==> src/rtl/uart_rx_pkg.sv <==
// Shared definitions for the UART Rx sequencer: state encoding, default
// oversampling/frame sizes and the positions of the framing bits.
package uart_rx_pkg;

  typedef enum logic [1:0] {
    IDLE,
    START,
    SHIFT,
    DONE
  } rxState_t;

  localparam int OVERSAMPLE_DEF = 16;
  localparam int FRAME_BITS_DEF = 11;

  // Frame layout: start bit first, then data LSB-first, parity, stop last.
  localparam int START_IDX  = 0;
  localparam int PARITY_IDX = FRAME_BITS_DEF - 2;
  localparam int STOP_IDX   = FRAME_BITS_DEF - 1;

endpackage

==> src/rtl/uart_rx_sync.sv <==
// Two-flop synchronizer for the raw serial line plus a falling-edge detector
// on the synchronized value. Everything resets to the idle (high) line level.
module uart_rx_sync (
  input  logic Clk,
  input  logic ResetN,
  input  logic RxIn,
  output logic RxS,
  output logic FallEdge
);

  logic rxMeta;
  logic rxPrev;

  always_ff @(posedge Clk or negedge ResetN) begin
    if (!ResetN) begin
      rxMeta <= 1'b1;
      RxS    <= 1'b1;
      rxPrev <= 1'b1;
    end else begin
      rxMeta <= RxIn;
      RxS    <= rxMeta;
      rxPrev <= RxS;
    end
  end

  assign FallEdge = rxPrev & ~RxS;

endmodule

==> src/rtl/uart_rx_ctrl.sv <==
// UART Rx sequencer: finds the start bit, times bit cells from Tick16 and strobes
// each mid-bit sample into the frame register. Option: UART_RX_START_VERIFY_EN.
module uart_rx_ctrl
  import uart_rx_pkg::*;
#(
  parameter int OVERSAMPLE = OVERSAMPLE_DEF,
  parameter int FRAME_BITS = FRAME_BITS_DEF
) (
  input  logic Clk,
  input  logic ResetN,
  input  logic Tick16,
  input  logic Enable,
  input  logic RxIn,
  output logic ShiftEn,
  output logic ShiftBit,
  output logic FrameDone,
  output logic FramingErr,
  output logic Busy
);

  localparam int TICK_W = $clog2(OVERSAMPLE);
  localparam int BIT_W  = $clog2(FRAME_BITS + 1);

  localparam logic [TICK_W-1:0] TICK_MID  = TICK_W'(OVERSAMPLE / 2 - 1);
  localparam logic [TICK_W-1:0] TICK_LAST = TICK_W'(OVERSAMPLE - 1);
  localparam logic [BIT_W-1:0]  BIT_FIRST = BIT_W'(START_IDX + 1);
  localparam logic [BIT_W-1:0]  BIT_END   = BIT_W'(FRAME_BITS);

  rxState_t          state, stateNext;
  logic [TICK_W-1:0] tickCnt, tickNext;
  logic [BIT_W-1:0]  bitCnt, bitNext, bitInc;
  logic              shiftEnNext, shiftBitNext, frameDoneNext, framingErrNext;
  logic              stopErr, stopErrNext;
  logic              edgePend, edgePendNext;
  logic              rxS, fallEdge, startFalse;

  uart_rx_sync uSync (
    .Clk     (Clk),
    .ResetN  (ResetN),
    .RxIn    (RxIn),
    .RxS     (rxS),
    .FallEdge(fallEdge)
  );

`ifdef UART_RX_START_VERIFY_EN
  assign startFalse = rxS;
`else
  assign startFalse = 1'b0;
`endif

  assign bitInc = bitCnt + 1'b1;
  assign Busy   = (state == START) || (state == SHIFT);

  always_ff @(posedge Clk or negedge ResetN) begin
    if (!ResetN) begin
      state      <= IDLE;
      tickCnt    <= '0;
      bitCnt     <= '0;
      ShiftEn    <= 1'b0;
      ShiftBit   <= 1'b1;
      FrameDone  <= 1'b0;
      FramingErr <= 1'b0;
      stopErr    <= 1'b0;
      edgePend   <= 1'b0;
    end else begin
      state      <= stateNext;
      tickCnt    <= tickNext;
      bitCnt     <= bitNext;
      ShiftEn    <= shiftEnNext;
      ShiftBit   <= shiftBitNext;
      FrameDone  <= frameDoneNext;
      FramingErr <= framingErrNext;
      stopErr    <= stopErrNext;
      edgePend   <= edgePendNext;
    end
  end

  // An edge arriving during the one-cycle DONE state is remembered in edgePend
  // so that back-to-back frames still start in IDLE on the following cycle.
  always_comb begin
    stateNext      = state;
    tickNext       = tickCnt;
    bitNext        = bitCnt;
    shiftEnNext    = 1'b0;
    shiftBitNext   = ShiftBit;
    frameDoneNext  = 1'b0;
    framingErrNext = FramingErr;
    stopErrNext    = stopErr;
    edgePendNext   = 1'b0;

    case (state)
      IDLE: begin
        tickNext = '0;
        bitNext  = '0;
        if (Enable && (fallEdge || edgePend)) begin
          stateNext = START;
        end
      end

      START: begin
        if (!Enable) begin
          stateNext = IDLE;
          tickNext  = '0;
          bitNext   = '0;
        end else if (Tick16) begin
          if (tickCnt == TICK_MID) begin
            tickNext = '0;
            if (startFalse) begin
              stateNext = IDLE;
              bitNext   = '0;
            end else begin
              shiftEnNext  = 1'b1;
              shiftBitNext = rxS;
              bitNext      = BIT_FIRST;
              stateNext    = SHIFT;
            end
          end else begin
            tickNext = tickCnt + 1'b1;
          end
        end
      end

      SHIFT: begin
        if (!Enable) begin
          stateNext = IDLE;
          tickNext  = '0;
          bitNext   = '0;
        end else if (Tick16) begin
          if (tickCnt == TICK_LAST) begin
            tickNext     = '0;
            shiftEnNext  = 1'b1;
            shiftBitNext = rxS;
            bitNext      = bitInc;
            if (bitInc == BIT_END) begin
              stopErrNext = ~rxS;
              stateNext   = DONE;
            end
          end else begin
            tickNext = tickCnt + 1'b1;
          end
        end
      end

      DONE: begin
        frameDoneNext  = 1'b1;
        framingErrNext = stopErr;
        edgePendNext   = fallEdge;
        tickNext       = '0;
        bitNext        = '0;
        stateNext      = IDLE;
      end

      default: begin
        stateNext = IDLE;
        tickNext  = '0;
        bitNext   = '0;
      end
    endcase
  end

endmodule

==> config.mk <==
export PLATFORM = sky130hd
export DESIGN_NAME = uart_rx_ctrl
export DESIGN_NICKNAME = d
export VERILOG_FILES = /design/src/rtl/uart_rx_pkg.sv /design/src/rtl/uart_rx_sync.sv /design/src/rtl/uart_rx_ctrl.sv
export SDC_FILE = /design/constraint.sdc
export NUM_CORES = 1
export LEC_CHECK = 0
export BUFFER_PORTS_ARGS = -buffer_cell sky130_fd_sc_hd__buf_2
export CORE_MARGIN = 2
export CORE_UTILIZATION = 25
export CTS_CLUSTER_DIAMETER = 100
export DETAILED_ROUTE_END_ITERATION = 8
export SYNTH_ARGS = -nofsm -noshare
export SYNTH_HDL_FRONTEND = slang
export SYNTH_SLANG_ARGS = --single-unit
==> constraint.sdc <==
create_clock -name Clk -period 3.85 [get_ports Clk]
set_input_delay 0.1925 -clock Clk [delete_from_list [all_inputs] [get_ports Clk]]
set_output_delay 0.1925 -clock Clk [all_outputs]
set_load 0.03 [all_outputs]
# --- Yosys cells after proc, flatten, opt, wreduce, memory -nomap -nowiden ---
# Index checks and enable logic that the tools add are counted.
op_classes:
  add_sub_neg: 2
  n_eq_ne: 18
  n_mux: 39
  bitwise: 2
  reduce_logical: 11
op_table:
  columns: ["op", "count"]
  rows:
  - ["4-bit 2-to-1 mux", 12]
  - ["4-bit case mux with 3 select lines", 2]
  - ["2-bit 2-to-1 mux", 8]
  - ["1-bit 2-to-1 mux", 14]
  - ["2-bit != test, second input constant", 5]
  - ["3-bit by 2-bit != test with 1-bit output, second input constant", 3]
  - ["4-bit by 1-bit adder with 4-bit output, second input constant", 2]
  - ["4-bit == test, second input constant", 2]
  - ["2-bit case mux with 4 select lines", 1]
  - ["7-bit AND reduction", 1]
  - ["3-bit != test, second input constant", 2]
  - ["6-bit AND reduction", 1]
  - ["5-bit AND reduction", 1]
  - ["2-bit == test, second input constant", 2]
  - ["4-bit by 3-bit == test with 1-bit output, second input constant", 1]
  - ["2-bit by 1-bit != test with 1-bit output, second input constant", 2]
  - ["1-bit case mux with 2 select lines", 2]
  - ["4-bit AND reduction", 1]
  - ["2-bit by 1-bit == test with 1-bit output, second input constant", 1]
  - ["2-bit zero test", 1]
  - ["1-bit logical OR", 2]
  - ["2-bit AND reduction", 1]
  - ["2-bit nonzero test", 1]
  - ["2-bit OR reduction", 1]
  - ["3 further kinds", 3]
totals:
  regBits: 19
  inputBits: 5
  out_inout_bits: 5
  wordCells: 84

# --- Depth between registers and ports, before layout ---
logic_depth:
  word_depth: 7
  mapped_depth: 7
  mapped_depth_nobuf: 6

# --- Hierarchy ---
# Synthesis repeated with hierarchy kept, for this count alone.
unflattened:
  hier_cells: 104
  hier_area_um2: 1101.1
modules_own_cells:
  columns: ["mod", "instances", "cells_per_inst", "area_per_inst_um2", "seq_area_each_um2"]
  rows:
  - ["uart_rx_ctrl", 1, 100, 1008.5, 401.6]
  - ["uart_rx_sync", 1, 4, 92.6, 78.8]

# --- Least setup slack after synthesis ---
# Ideal clock, no wire load.
synth_timing:
  kind: "reg-to-reg"
  start: "register state[0]"
  end: "register state[1]"
  setup_ns: 0.128
  arrival_time_ns: 1.655
  t_required_ns: 3.722
  slack_ns: 2.068
  path_stages_with_launch: 8
  period_less_slack_ns: 1.782
  cell_sequence: "dfrtp_1 -> inv_1 -> ha_1 -> buf_4 -> mux2i_2 -> a21oi_4 -> a221oi_2 -> mux2_1"
synth_via:
  elab_chain_cells: 3
synth_lines:
  columns: ["item", "line_no", "rtl"]
  rows:
  - ["start: declaration", "uart_rx_ctrl.sv:29", "rxState_t state, stateNext;"]
  - ["start signal: assignment", "uart_rx_ctrl.sv:66", "state <= stateNext;"]
  - ["2-bit == test (tied with other cells)", "uart_rx_ctrl.sv:91", "case (state)"]
  - ["3-bit by 2-bit != test with 1-bit output (no line) (tied with other cells)", null, null]
  - ["6-bit AND reduction (no line)", null, null]
# Parallel ways exist; a longest one is shown, timed or not.
# A chain may end at the register's enable or synchronous reset.

# --- Worst setup path after layout ---
# Same ends and word-level chain as after synthesis.

==> summary by stage <==
Outcome
The run finished with clean final reports.

Synthesis
During synthesis, Yosys emitted a total of 0 warnings. In this run, synthesis inferred 0 flip-flops with an integrated enable. The number of nets in the synthesized netlist is around 120. The synthesized area divided by synthesized cell count is between 10 and 15 sq um.

Summing the areas of all compound-gate instances in the mapped netlist gives about a fifth of the synthesized area. The number of storage elements in the synthesis netlist is 19. Yosys attributes the largest share of cell area to sky130_fd_sc_hd__dfrtp_1 35%, sky130_fd_sc_hd__dfstp_2 9.7%, sky130_fd_sc_hd__ha_1 9.3%. In this run the biggest area consumer among cell types represents between 30% and 40% of the synthesized area. In the synthesized netlist, mux cells make up 4.29% of the area. Counting distinct cell types in the post-synthesis netlist gives ~40.

Summing the areas of all xor and xnor instances in the mapped netlist gives 1.62% of the synthesized area. Summed over all instances, the cell type with the most area after synthesis is sky130_fd_sc_hd__dfrtp_1. Summing the areas of all fa, ha and maj instances in the mapped netlist gives 9.28% of the synthesized area. For this run, asynchronously set or reset flops after synthesis account for between 90% and 100%. In the synthesized netlist, the number of instances is roughly 110. The most instantiated flip-flop cell in the synthesis netlist is sky130_fd_sc_hd__dfrtp_1. The sequential-to-total area share from yosys stat is about 45%. The post-synthesis cell area is approximately 1100 sq um. The combinational family with the most area after synthesis is compound AO/OA/AOI/OAI gates. The basic-gate share of the synthesized area counting and, or, nand and nor cells is between 10% and 20%.

CTS
CTS built an H-tree with a depth of 1. The buffer cell driving the clock tree root is sky130_fd_sc_hd__clkbuf_8. The number of buffers on the longest clock path is 2. The register clock-pin slew on the reported worst setup and hold paths is approximately 0.070 ns. TritonCTS built the clock tree. The later pin in the worst-skew pair is clocked with a latency of 0.25 ns.

Counting the buffers created by CTS gives 3. The number of sinks driven by the clock tree is 19. The number of gates resized after CTS was 0.

Critical path
The maximum net fanout on the critical path is 10. The setup check on the worst reg-to-reg path leaves a slack of approximately 1.9 ns. The critical path goes through inv_1 -> ha_1 -> mux2i_2 -> a21oi_4 -> a221oi_2 -> mux2_1. In this run the critical register-to-register path is launched from state[0]. In this design, the stage delay of the slowest critical-path cell is roughly 0.43 ns. The depth of the worst register-to-register path is 6. STA classifies the critical path startpoint as a flip-flop. The setup path with the least slack is of type reg2reg. The required time at the endpoint of the critical path is about 4 ns. The endpoint of the most critical setup path is state[1]. The slowest stage of the critical path belongs to the cell sky130_fd_sc_hd__dfrtp_1.

The worst setup path is captured at a flip-flop. Data on the critical path arrives at its endpoint at about 2.1 ns. In this run the critical register-to-register path is captured at state[1]. In this run the worst setup path begins at state[0].

Floorplan
The y dimension of the die is around 70 um. The die is 69.7 um wide. The number of placed I/O pins is 10. The die footprint is 4860 sq um. The area of the core region is ~4100 sq um. The number of rows created at floorplan is 23.

Once the floorplan was initialized, standard cells occupied between 20% and 30% of the core.

Detailed routing
The sum of routed wire length over all layers is around 1.9 mm. The average vias per placed instance is roughly 4.7. For this block, the initial DRC count from the detailed router was 9.

The number of nets with antenna violations after detailed routing is 0. For this run, the detailed router's first-pass iteration total came to 3. In the routed design, unresolved DRC markers number 0.

The via count of the routed design is between 700 and 800. Dividing the detail-routed wire length by the instance count gives 11.4 um.

Global route
The via count of the first global-routing pass was about 830. The residual overflow from global routing is 0. The overall track demand over capacity in global routing is between 8 and 9%. The first global-routing pass estimated 3.57 mm of wire. The initial antenna violation count is 0. Entering global routing, the biggest net connects 20 pins.

Final layout
With fillers left out, the area of the finished cells amounts to about 1200 sq um. The number of antenna diodes in the final layout is 0. The net count of the finished layout is about 130. The finished layout holds roughly 170 standard cells, fillers aside. Of the cells placed in the final design, the portion with a size suffix greater than 1 is a little under a quarter. The synthesis-to-layout area growth is 13.5%.

STA
The maximum frequency from static timing analysis is roughly 520 MHz. The slack of the critical path is around 1.9 ns. Setup repair after global routing left no endpoint under its margin. The number of hold violations in the final report came to 0. In this run the tightest slew margin relative to its limit is between 70% and 80%. The transition at the pin with the smallest max-transition slack is around 0.42 ns. The clock tree skew after final layout is around 0.0034 ns.

Setup violations remaining at the end of the flow were counted as 0. The total count of max-transition violations in the final report is 0. The clock period could shrink to approximately 1.9 ns. After routing, the total negative slack on setup checks comes to 0 ns. The share of the cycle needed by the critical path after routing is between 50% and 60%.

Placement
The number of port buffers is 9. Routability-driven placement finished with a final weighted congestion of between 0.7 and 0.8. The HPWL reported at the end of detailed placement is 1.44 mm.

The worst setup timing slack at the placement stage is 1.89 ns. The cell count after placement is 162. In this run the cell area measured after placement is 1170 sq um.

Power
The worst-case IR drop observed on VDD is 0.000267 V. The power per cell area is around 570 nW/um^2. The leakage power is 0.000524 uW.

Job
Across the run, the number of max-cap violations was 0.

Worst hold path
The min-delay analysis places its worst path in the category in2reg.
## placed cells by master (no fill, tap or decap), types with 2 or more instances in the layout
cell	n
sky130_fd_sc_hd__nor2_1	9
sky130_fd_sc_hd__o21ai_0	10
sky130_fd_sc_hd__clkbuf_8	3
sky130_fd_sc_hd__buf_2	9
sky130_fd_sc_hd__dfrtp_1	15
sky130_fd_sc_hd__nand2_1	9
sky130_fd_sc_hd__o21ai_1	2
sky130_fd_sc_hd__a21oi_1	4
sky130_fd_sc_hd__nor3_1	2
sky130_fd_sc_hd__inv_1	6
sky130_fd_sc_hd__ha_1	8
sky130_fd_sc_hd__nand3_1	3
sky130_fd_sc_hd__nand4_1	2
sky130_fd_sc_hd__dfstp_2	4
sky130_fd_sc_hd__a31oi_1	2
sky130_fd_sc_hd__nand2b_1	2
## worst max-delay path: cells and delay by family (launching register included)
kind | cells | cell delay [ns]
buffers and inverters | 1 | 0.08
multiplexers | 2 | 0.61
adder cells (fa/ha/maj) | 1 | 0.35
AO/OA/AOI/OAI | 2 | 0.36
flip-flops | 1 | 0.43
## Yosys cell counts, types with 2 or more instances
| cell type | n |
|---|---|
| sky130_fd_sc_hd__nor2_1 | 9 |
| sky130_fd_sc_hd__dfrtp_1 | 15 |
| sky130_fd_sc_hd__o21ai_1 | 2 |
| sky130_fd_sc_hd__inv_1 | 6 |
| sky130_fd_sc_hd__nand4_1 | 2 |
| sky130_fd_sc_hd__ha_1 | 8 |
| sky130_fd_sc_hd__o21ai_0 | 10 |
| sky130_fd_sc_hd__nand2_1 | 9 |
| sky130_fd_sc_hd__nor3_1 | 2 |
| sky130_fd_sc_hd__a31oi_1 | 2 |
| sky130_fd_sc_hd__a21oi_1 | 4 |
| sky130_fd_sc_hd__nand2b_1 | 2 |
| sky130_fd_sc_hd__nand3_1 | 3 |
| sky130_fd_sc_hd__dfstp_2 | 4 |
## power breakdown
part | internal, uW | total [uW] | leakage [uW] | switching [uW]
clock | 71.9 | 137 | 0.0000255 | 64.9
combinational | 109 | 288 | 0.000260 | 179
sequential | 233 | 267 | 0.000238 | 33.6
total | 414 | 691 | 0.000524 | 278
## metrics by stage
| step | power, uW | util [%] | hold WS, ns |
|---|---|---|---|
| floorplan | 498 | - | -0.103 |
| global placement | 557 | 28.6 | 0.147 |
| detailed placement | 562 | 28.6 | 0.156 |
| CTS | 702 | 29.9 | 0.0258 |
| global route | 751 | 29.9 | 0.0199 |
| finish | 691 | 29.9 | 0.0300 |
## how the worst min path moves through the flow
stage	slack (ns)	start	depth (start not counted)	endpoint
final	0.03	RxIn	1	uSync.rxMeta
after global routing	0.02	RxIn	1	uSync.rxMeta
after CTS	0.03	RxIn	1	uSync.rxMeta
after detailed placement	0.16	ResetN	1	tickCnt[3]
after global placement	0.15	ResetN	1	tickCnt[3]
after floorplan	-0.10	ResetN	0	FrameDone
## logic make-up after synthesis
group | count (synthesis)
muxes | 4
AOI/OAI and AO/OA | 28
xor gates and xnor gates | 2
DFF | 19
adders and majority gates | 8
buffers and inverters | 8
and+or+nand+nor | 36
## per-layer routing
| layer | global-route usage (%) | up-vias | share of wire, % |
|---|---|---|---|
| li1 | - | 398 | - |
| met1 | 11.4 | 370 | 50 |
| met2 | 14.7 | 10 | 46 |
| met3 | 1.45 | 4 | 2.6 |
| met4 | 4.70 | 0 | 1.9 |
| met5 | 0 | - | 0 |
## registers in the layout, indices dropped and copies added (netlist names)
register	cells
uSync.rxPrev	1
ShiftEn	1
FrameDone	1
uSync.RxS	1
state	2
FramingErr	1
bitCnt	4
stopErr	1
tickCnt	4
edgePend	1
uSync.rxMeta	1
ShiftBit	1
## what timing repair did
action	CTS	global route
endpoints found under the setup margin	0	0
setup buffers	0	0
endpoints found under the hold margin	15	0
hold buffers	1	0
## final cells by class
class	count	area, sq um
inverters	6	22.5
clock buffers	3	41.3
fillers	433	2860
multi-input cells	78	557
well taps	50	62.6
flip-flops and latches	19	480
clock inverters	1	5.00
repair buffers	10	55.1
No activity file was read; power rests on OpenSTA's default activity.
